===== src/rtl/mmio_seg7_ctrl.sv =====
// Memory-mapped eight-digit seven-segment controller: DATA/CTRL/STATUS registers plus scan multiplexing.
// Optional feature: define SEG7_LEADING_ZERO_BLANK_EN to blank leading zero digits.
module mmio_seg7_ctrl #(
    parameter int          CLK_DIV   = 100000,
    parameter logic [31:0] BASE_ADDR = 32'h10010000
) (
    input  logic        clk,
    input  logic        reset,
    input  logic [31:0] addr,
    input  logic [31:0] wdata,
    input  logic        we,
    output logic [31:0] rdata,
    output logic        hit,
    output logic [6:0]  seg,
    output logic        dp,
    output logic [7:0]  an
);

    localparam logic [23:0] DIV_LAST = 24'(CLK_DIV - 1);

    logic [31:0] r_data;
    logic [15:0] r_ctrl;
    logic [23:0] r_presc;
    logic [2:0]  r_idx;
    logic [15:0] r_frame;
    logic [6:0]  r_seg;
    logic        r_dp;
    logic [7:0]  r_an;

    logic        w_hit;
    logic [1:0]  w_reg_sel;
    logic        w_wrap;
    logic [3:0]  w_nib;
    logic [7:0]  w_dp_mask;
    logic        w_lz_blank;
    logic        w_lit;
    logic [7:0]  w_an;
    logic        w_dp;

    function automatic logic [6:0] f_glyph(input logic [3:0] nib);
        logic [6:0] g;
        case (nib)
            4'h0:    g = 7'h40;
            4'h1:    g = 7'h79;
            4'h2:    g = 7'h24;
            4'h3:    g = 7'h30;
            4'h4:    g = 7'h19;
            4'h5:    g = 7'h12;
            4'h6:    g = 7'h02;
            4'h7:    g = 7'h78;
            4'h8:    g = 7'h00;
            4'h9:    g = 7'h10;
            4'hA:    g = 7'h08;
            4'hB:    g = 7'h03;
            4'hC:    g = 7'h46;
            4'hD:    g = 7'h21;
            4'hE:    g = 7'h06;
            4'hF:    g = 7'h0E;
            default: g = 7'h7F;
        endcase
        return g;
    endfunction

    // Address decode and combinational read mux; offset 0x0C is outside the window.
    always_comb begin
        w_reg_sel = addr[3:2];
        w_hit     = (addr[31:4] == BASE_ADDR[31:4]) && (addr[3:2] != 2'b11);
        rdata     = 32'd0;
        if (w_hit) begin
            case (w_reg_sel)
                2'b00:   rdata = r_data;
                2'b01:   rdata = {16'd0, r_ctrl};
                2'b10:   rdata = {r_frame, 13'd0, r_idx};
                default: rdata = 32'd0;
            endcase
        end else begin
            rdata = 32'd0;
        end
        hit = w_hit;
    end

    // CPU store into DATA or CTRL; stores to STATUS are dropped.
    always_ff @(posedge clk or posedge reset) begin
        if (reset) begin
            r_data <= 32'd0;
            r_ctrl <= 16'h00FF;
        end else if (we && w_hit) begin
            case (w_reg_sel)
                2'b00:   r_data <= wdata;
                2'b01:   r_ctrl <= wdata[15:0];
                default: r_data <= r_data;
            endcase
        end
    end

    assign w_wrap = (r_presc == DIV_LAST);

    // Free-running prescaler, scan index and frame counter.
    always_ff @(posedge clk or posedge reset) begin
        if (reset) begin
            r_presc <= 24'd0;
            r_idx   <= 3'd0;
            r_frame <= 16'd0;
        end else if (w_wrap) begin
            r_presc <= 24'd0;
            r_idx   <= r_idx + 3'd1;
            if (r_idx == 3'd7) begin
                r_frame <= r_frame + 16'd1;
            end
        end else begin
            r_presc <= r_presc + 24'd1;
        end
    end

    // Digit drive for the current scan index, taken from pre-edge register contents.
    always_comb begin
        w_nib      = r_data[{r_idx, 2'b00} +: 4];
        w_dp_mask  = r_ctrl[15:8];
`ifdef SEG7_LEADING_ZERO_BLANK_EN
        w_lz_blank = (r_idx != 3'd0) && ((r_data >> {r_idx, 2'b00}) == 32'd0);
`else
        w_lz_blank = 1'b0;
`endif
        w_lit = r_ctrl[r_idx] && !w_lz_blank;
        w_an  = 8'hFF;
        if (w_lit) begin
            w_an[r_idx] = 1'b0;
        end else begin
            w_an = 8'hFF;
        end
        w_dp = !w_dp_mask[r_idx] || w_lz_blank;
    end

    // Registered display outputs.
    always_ff @(posedge clk or posedge reset) begin
        if (reset) begin
            r_an  <= 8'hFF;
            r_seg <= 7'h7F;
            r_dp  <= 1'b1;
        end else begin
            r_an  <= w_an;
            r_seg <= f_glyph(w_nib);
            r_dp  <= w_dp;
        end
    end

    assign seg = r_seg;
    assign dp  = r_dp;
    assign an  = r_an;

endmodule

===== config.mk =====
export PLATFORM = sky130hd
export DESIGN_NAME = mmio_seg7_ctrl
export DESIGN_NICKNAME = d
export VERILOG_FILES = /design/src/rtl/mmio_seg7_ctrl.sv
export SDC_FILE = /design/constraint.sdc
export NUM_CORES = 1
export LEC_CHECK = 0
export CAP_MARGIN = 10
export CORE_UTILIZATION = 55
export CTS_CLUSTER_SIZE = 40
export DETAILED_ROUTE_END_ITERATION = 8
export PLACE_DENSITY_LB_ADDON = 0.15
export REMOVE_ABC_BUFFERS = 1
export SLEW_MARGIN = 20
export SYNTH_ARGS = -nofsm -noshare
export SYNTH_HDL_FRONTEND = slang
export SYNTH_SLANG_ARGS = --single-unit

===== constraint.sdc =====
create_clock -name clk -period 11.58 [get_ports clk]
set_clock_uncertainty 0.15 [all_clocks]
set_input_delay 2.895 -clock clk [delete_from_list [all_inputs] [get_ports clk]]
set_output_delay 2.895 -clock clk [all_outputs]
set_load 0.05 [all_outputs]

==> results of run 1 <==
area by class of cell:
type	count	share of cell area
flip-flops and latches	107	0.389
multi-input cells	330	0.380
well taps	133	0.0239
clock buffers	11	0.0203
clock inverters	5	0.0119
inverters	8	0.00467
repair buffers	120	0.170
report_power, final:
| part | internal (mW) | switching (mW) |
|---|---|---|
| Clock | 0.129 | 0.123 |
| Combinational | 0.0226 | 0.0161 |
| Sequential | 0.374 | 0.00000000452 |
| Total | 0.526 | 0.139 |
worst max-delay path, stage by stage:
cell	delay [ns]
clkdlybuf4s50_1	0.70
buf_4	0.35
nand2_1	0.09
nand4_1	0.20
or3_1	0.67
nor2_1	0.28
clkdlybuf4s50_1	0.84
sequential cells by signal (all words and copies together), names as in the netlist:
signal   count
dp           1
an           8
r_data      32
r_ctrl      16
r_frame     16
seg          7
r_presc     24
r_idx        3
synth_stat cells, types with 3 or more instances:
library cell  number
a21oi_1            5
mux2i_1           43
buf_6              4
nor4_2             3
o21ai_0            7
nor2_1            52
mux2_2            19
clkbuf_1          12
dfstp_2           24
nor4_1             6
xor2_1            11
nand4_1           15
inv_1              7
ha_1               9
nand2_1           25
dfrtp_1           83
nand3_1           22
nor2b_1            3
and4_1             3
mux2_4            30
and3_1             6
xnor2_1           28
buf_1              4
nor3_1             9
mux4_2             4
metal layers:
metal | GRT usage | wire, µm | vias up
li1 | - | - | 1879
met1 | 0.325 | 5270 | 1990
met2 | 0.442 | 6180 | 127
met3 | 0.0390 | 768 | 12
met4 | 0.0769 | 163 | 0
met5 | 0 | 0 | -
per-stage QoR:
stage               hold slack, ns   util
floorplan                    0.276      -
global placement             0.285  0.693
detailed placement           0.288  0.693
CTS                          0.312  0.716
global route                 0.327  0.716
finish                       0.311  0.716
cell families after synthesis:
family | share of synthesized area
AND/OR/NAND/NOR | 0.151
flip-flops | 0.493
multiplexers | 0.216
XOR/XNOR | 0.0621
buffers and inverters | 0.0255
AO/OA/AOI/OAI | 0.0323
adder cells (fa/ha/maj) | 0.0205
worst paths after layout:
path | start | to | cells after the start
setup / recovery | addr[2] | rdata[19] | 7
hold / removal | r_ctrl[5] | an[5] | 1
setup reg to reg | r_idx[1] | seg[5] | 8
hold reg to reg | r_ctrl[5] | an[5] | 1
max in group asynchronous | reset | r_data[13] | 3
min in group asynchronous | reset | r_data[7] | 2
==> flow_metrics.tcl, run 1 <==
set metrics [dict create \
    outcome "finished clean" \
    detail_route.vias_per_cell 5.61 \
    syn_area_um2 5500 \
    fillers 709 \
    cts_root_buf "clkbuf_8" \
    layout-drive-gt1-share 0.193 \
    numCtsBuffers 9 \
    synthArstFlopShare 1.00 \
    wire_per_inst_um 17.3 \
    drt_wl_total_mm 12.4 \
    drt_iter0_drc 168 \
    cts_tree "done" \
    yosys.area.top_type "dfrtp_1" \
    final_cell_area_um2 6960 \
    power_density_nw_per_um2 95.5 \
    path_clk_slew_ns 0.10 \
    relSlewSlack 0.338 \
    drtAntennaViolNets 0 \
    start_kind "primary input" \
    period_minus_slack_ns 9.08 \
    syn_inst 466 \
    initial_utilization 0.565 \
    end_kind "output pin" \
    gr-usage-all-layers 0.253 \
    critical_path.max_fanout 16 \
    synth_top_area_frac 0.378 \
    grt-ovfl-total 0 \
    synth_cell_types 51 \
    drc 0 \
    vias 4008 \
    n_antenna_cell 0 \
    reg2reg_slack_ns 8.41 \
    placed_area_um2 6740 \
    cts.repair.resized 0 \
    grt_pass1_vias 4018 \
    cts_hold_buf 0 \
    mostFrequentLayoutCells "clkdlybuf4s50_1 (113), dfrtp_1 (83), nor2_1 (52)" \
    critPathKind "primary input to output pin" \
    routabilityCongestion 0.830 \
    clock-sinks 107 \
    io_buffer_count 113 \
    maxCapViolations 0 \
    hold_violations 0 \
    place_ws_ns 2.59 \
    yosys_warnings 0 \
    p_leak_nw 3.08 \
    ir_drop_mv 0.0665 \
    dieArea_um2 10400 \
    setup_slack_ns 2.50 \
    clockBufferDepth 2 \
    antenna_found_initial 0 \
    synthTopCellsByArea "dfrtp_1 (38%), dfstp_2 (11%), mux2_4 (8.2%), mux2i_1 (7.8%), xnor2_1 (4.5%)" \
    min_period_over_period 0.784 \
    timing_worst_slew_pin_value_ns 0.990 \
    setup_viol 0 \
    worstPathRequired_ns 8.54 \
    die_h_um 102 \
    final_nets 652 \
    clk_latency_ns 0.36 \
    ys_ff_latch 107 \
    finalSetupTns_ns 0 \
    grt_pass1_wl_mm 19.8 \
    grt_max_degree 71 \
    synth-main-ff-cell "dfrtp_1" \
    multiInputGateArea_um2 2650 \
    final-seq-area_um2 2710 \
    dp_cells 698 \
    crit_arrival_ns 6.03 \
    seq_area_frac_synth 0.493 \
    pin_count 116 \
    p_total_uw 665 \
    final_common_cell "clkdlybuf4s50_1" \
    htree_levels 3 \
    postCtsSetupRepairBufs 0 \
    instances_no_fill 714 \
    dieWidth_um 102 \
    dr.pass1.iters 4 \
    rsz0062_at_grt "false" \
    fmax_mhz 110 \
    dp_hpwl_mm 9.02 \
    core_um2 9730 \
    synth_edf_count 0 \
    drv_slew 0 \
    hp-class "register to register" \
    postSynthAreaPerCell_um2 11.8 \
    row_count 36 \
    area_growth_pct 26.7 \
]
Power figures use the tool's default switching activity.
==> run 2, diff against run 1 <==
Settings changed: CORE_UTILIZATION 55 to 51.
Clock period 11.58 ns to 9.2 ns, I/O delays scaled along.
==> flow_metrics.tcl, run 2 (synthesis results as in run 1) <==
set metrics [dict create \
    critPathKind "primary input to output pin" \
    r2r_start "r_idx[1]" \
    critPathMaxStageDelay_ns 0.83 \
    vias 4058 \
    dp_hpwl_mm 9.37 \
    grt_use_met1 0.338 \
    postCtsSetupRepairBufs 0 \
    cts.repair.resized 0 \
    gr-usage-all-layers 0.254 \
    clock-sinks 107 \
    top_regs "r_data: 32 flops, r_presc: 24 flops" \
    gr-max-usage-layer "met2" \
    grt_pass1_wl_mm 21.8 \
    initial_utilization 0.530 \
    power_density_nw_per_um2 120 \
    io_buffer_count 113 \
    grt_max_degree 71 \
    fillers 830 \
    placed_area_um2 6740 \
    n_antenna_cell 0 \
    drt_wl_total_mm 13.2 \
    final_nets 651 \
    end_kind "output pin" \
    p_clk_frac 0.375 \
    final_cell_area_um2 6950 \
    die_h_um 106 \
    pin_count 116 \
    p_switching_uw 179 \
    grt_pass1_vias 4192 \
    setup_viol 0 \
    path_clk_slew_ns 0.10 \
    grt-ovfl-total 0 \
    routabilityCongestion 0.857 \
    cts_hold_buf 0 \
    multiInputGateArea_um2 2650 \
    hp-class "register to register" \
    maxCapViolations 0 \
    drtAntennaViolNets 0 \
    dieArea_um2 11200 \
    path_common_cell "clkdlybuf4s50_1" \
    reg2reg_slack_ns 5.99 \
    drc 0 \
    cp_slowest_cell "clkdlybuf4s50_1" \
    row_count 37 \
    antenna_found_initial 0 \
    p_seq_frac 0.566 \
    cts_root_buf "clkbuf_8" \
    outcome "finished clean" \
    core_um2 10400 \
    crit_arrival_ns 5.06 \
    gr-usage-met3 0.0507 \
    dr.pass1.iters 6 \
    regMostFlops "r_data" \
    clockBufferDepth 2 \
    clk_latency_ns 0.37 \
    finalSetupTns_ns 0 \
    critical_path_depth 6 \
    cts_tree "done" \
    fmax_mhz 133 \
    start_kind "primary input" \
    final_common_cell "clkdlybuf4s50_1" \
    final-seq-area_um2 2710 \
    drt_iter0_drc 197 \
    period_minus_slack_ns 7.51 \
    relSlewSlack 0.325 \
    cp_num_buf_inv 2 \
    p_leak_nw 3.05 \
    crit_family "simple AND/OR/NAND/NOR gates" \
    use_met2 0.406 \
    drv_slew 0 \
    r2r-end "seg[0]" \
    cp-startpoint "addr[5]" \
    largest_reg_flops 32 \
    area_growth_pct 26.4 \
    rr_worst_depth 8 \
    endpoint "rdata[18]" \
    dieWidth_um 106 \
    critical_path.max_fanout 16 \
    cp_cell_sequence "clkdlybuf4s50_1, nor4_2, nand4_2, or3_1, nor2_1, clkdlybuf4s50_1" \
    switching_share 0.216 \
    power.internal_uw 652 \
    mostFrequentLayoutCells "clkdlybuf4s50_1 (113), dfrtp_1 (83), nor2_1 (52)" \
    numCtsBuffers 9 \
    ir_drop_mv 0.0989 \
    rsz0062_at_grt "false" \
    worstPathRequired_ns 6.75 \
    min_period_over_period 0.816 \
    timing_worst_slew_pin_value_ns 1.00 \
    layout-drive-gt1-share 0.191 \
    wire_per_inst_um 18.5 \
    htree_levels 3 \
    p_comb_frac 0.059 \
    hold_violations 0 \
    detail_route.vias_per_cell 5.67 \
]
## run 2: final cells by class
class / count / share of cell area
clock buffer: 11 / 0.0189
clock inverter: 5 / 0.0112
timing repair buffer: 119 / 0.169
multi-input combinational: 330 / 0.382
inverter: 8 / 0.00468
tap: 136 / 0.0245
sequential: 107 / 0.390
## run 2: worst min-delay path by stage
| stage | start | to | slack (ns) | cells after the start |
|---|---|---|---|---|
| global route | r_ctrl[2] | an[2] | 0.34 | 1 |
| CTS | r_ctrl[2] | an[2] | 0.31 | 1 |
| finish | r_ctrl[2] | an[2] | 0.31 | 1 |
| detailed placement | r_ctrl[2] | an[2] | 0.29 | 1 |
| floorplan | r_ctrl[2] | an[2] | 0.28 | 1 |
| global placement | r_ctrl[5] | an[5] | 0.29 | 1 |
## run 2: worst reg2reg max path, stage by stage (launching register included)
cell and delay, ns:
dfrtp_1 0.80, inv_1 0.30, a311o_1 0.33, a222oi_1 0.74
inv_1 0.20, ha_1 0.30, nor2_1 0.13, nand2_1 0.07
o221a_2 0.12
## run 2: routing by layer
metal	wire, µm	part of all wire
met1	5840	0.44
met2	6350	0.48
met3	790	0.060
met4	261	0.020
met5	0	0
## run 2: power groups by stage
| stage | clock network [mW] | registers, mW | logic (mW) |
|---|---|---|---|
| after floorplan | 0 | 0.479 | 0.0112 |
| after global placement | 0 | 0.479 | 0.0491 |
| after detailed placement | 0 | 0.479 | 0.0498 |
| after CTS | 0.315 | 0.471 | 0.0502 |
| after global routing | 0.334 | 0.471 | 0.0534 |
| final | 0.312 | 0.471 | 0.0490 |
## run 2: metrics by stage
step / cells / power, mW / utilization / setup WS (ns) / hold slack (ns)
global route: 716 / 0.858 / 0.670 / 1.50 / 0.337
global placement: 700 / 0.528 / 0.649 / 1.69 / 0.286
detailed placement: 700 / 0.529 / 0.650 / 1.63 / 0.286
CTS: 716 / 0.836 / 0.670 / 1.63 / 0.309
finish: 716 / 0.831 / 0.670 / 1.69 / 0.307
floorplan: 445 / 0.491 / - / 2.72 / 0.276
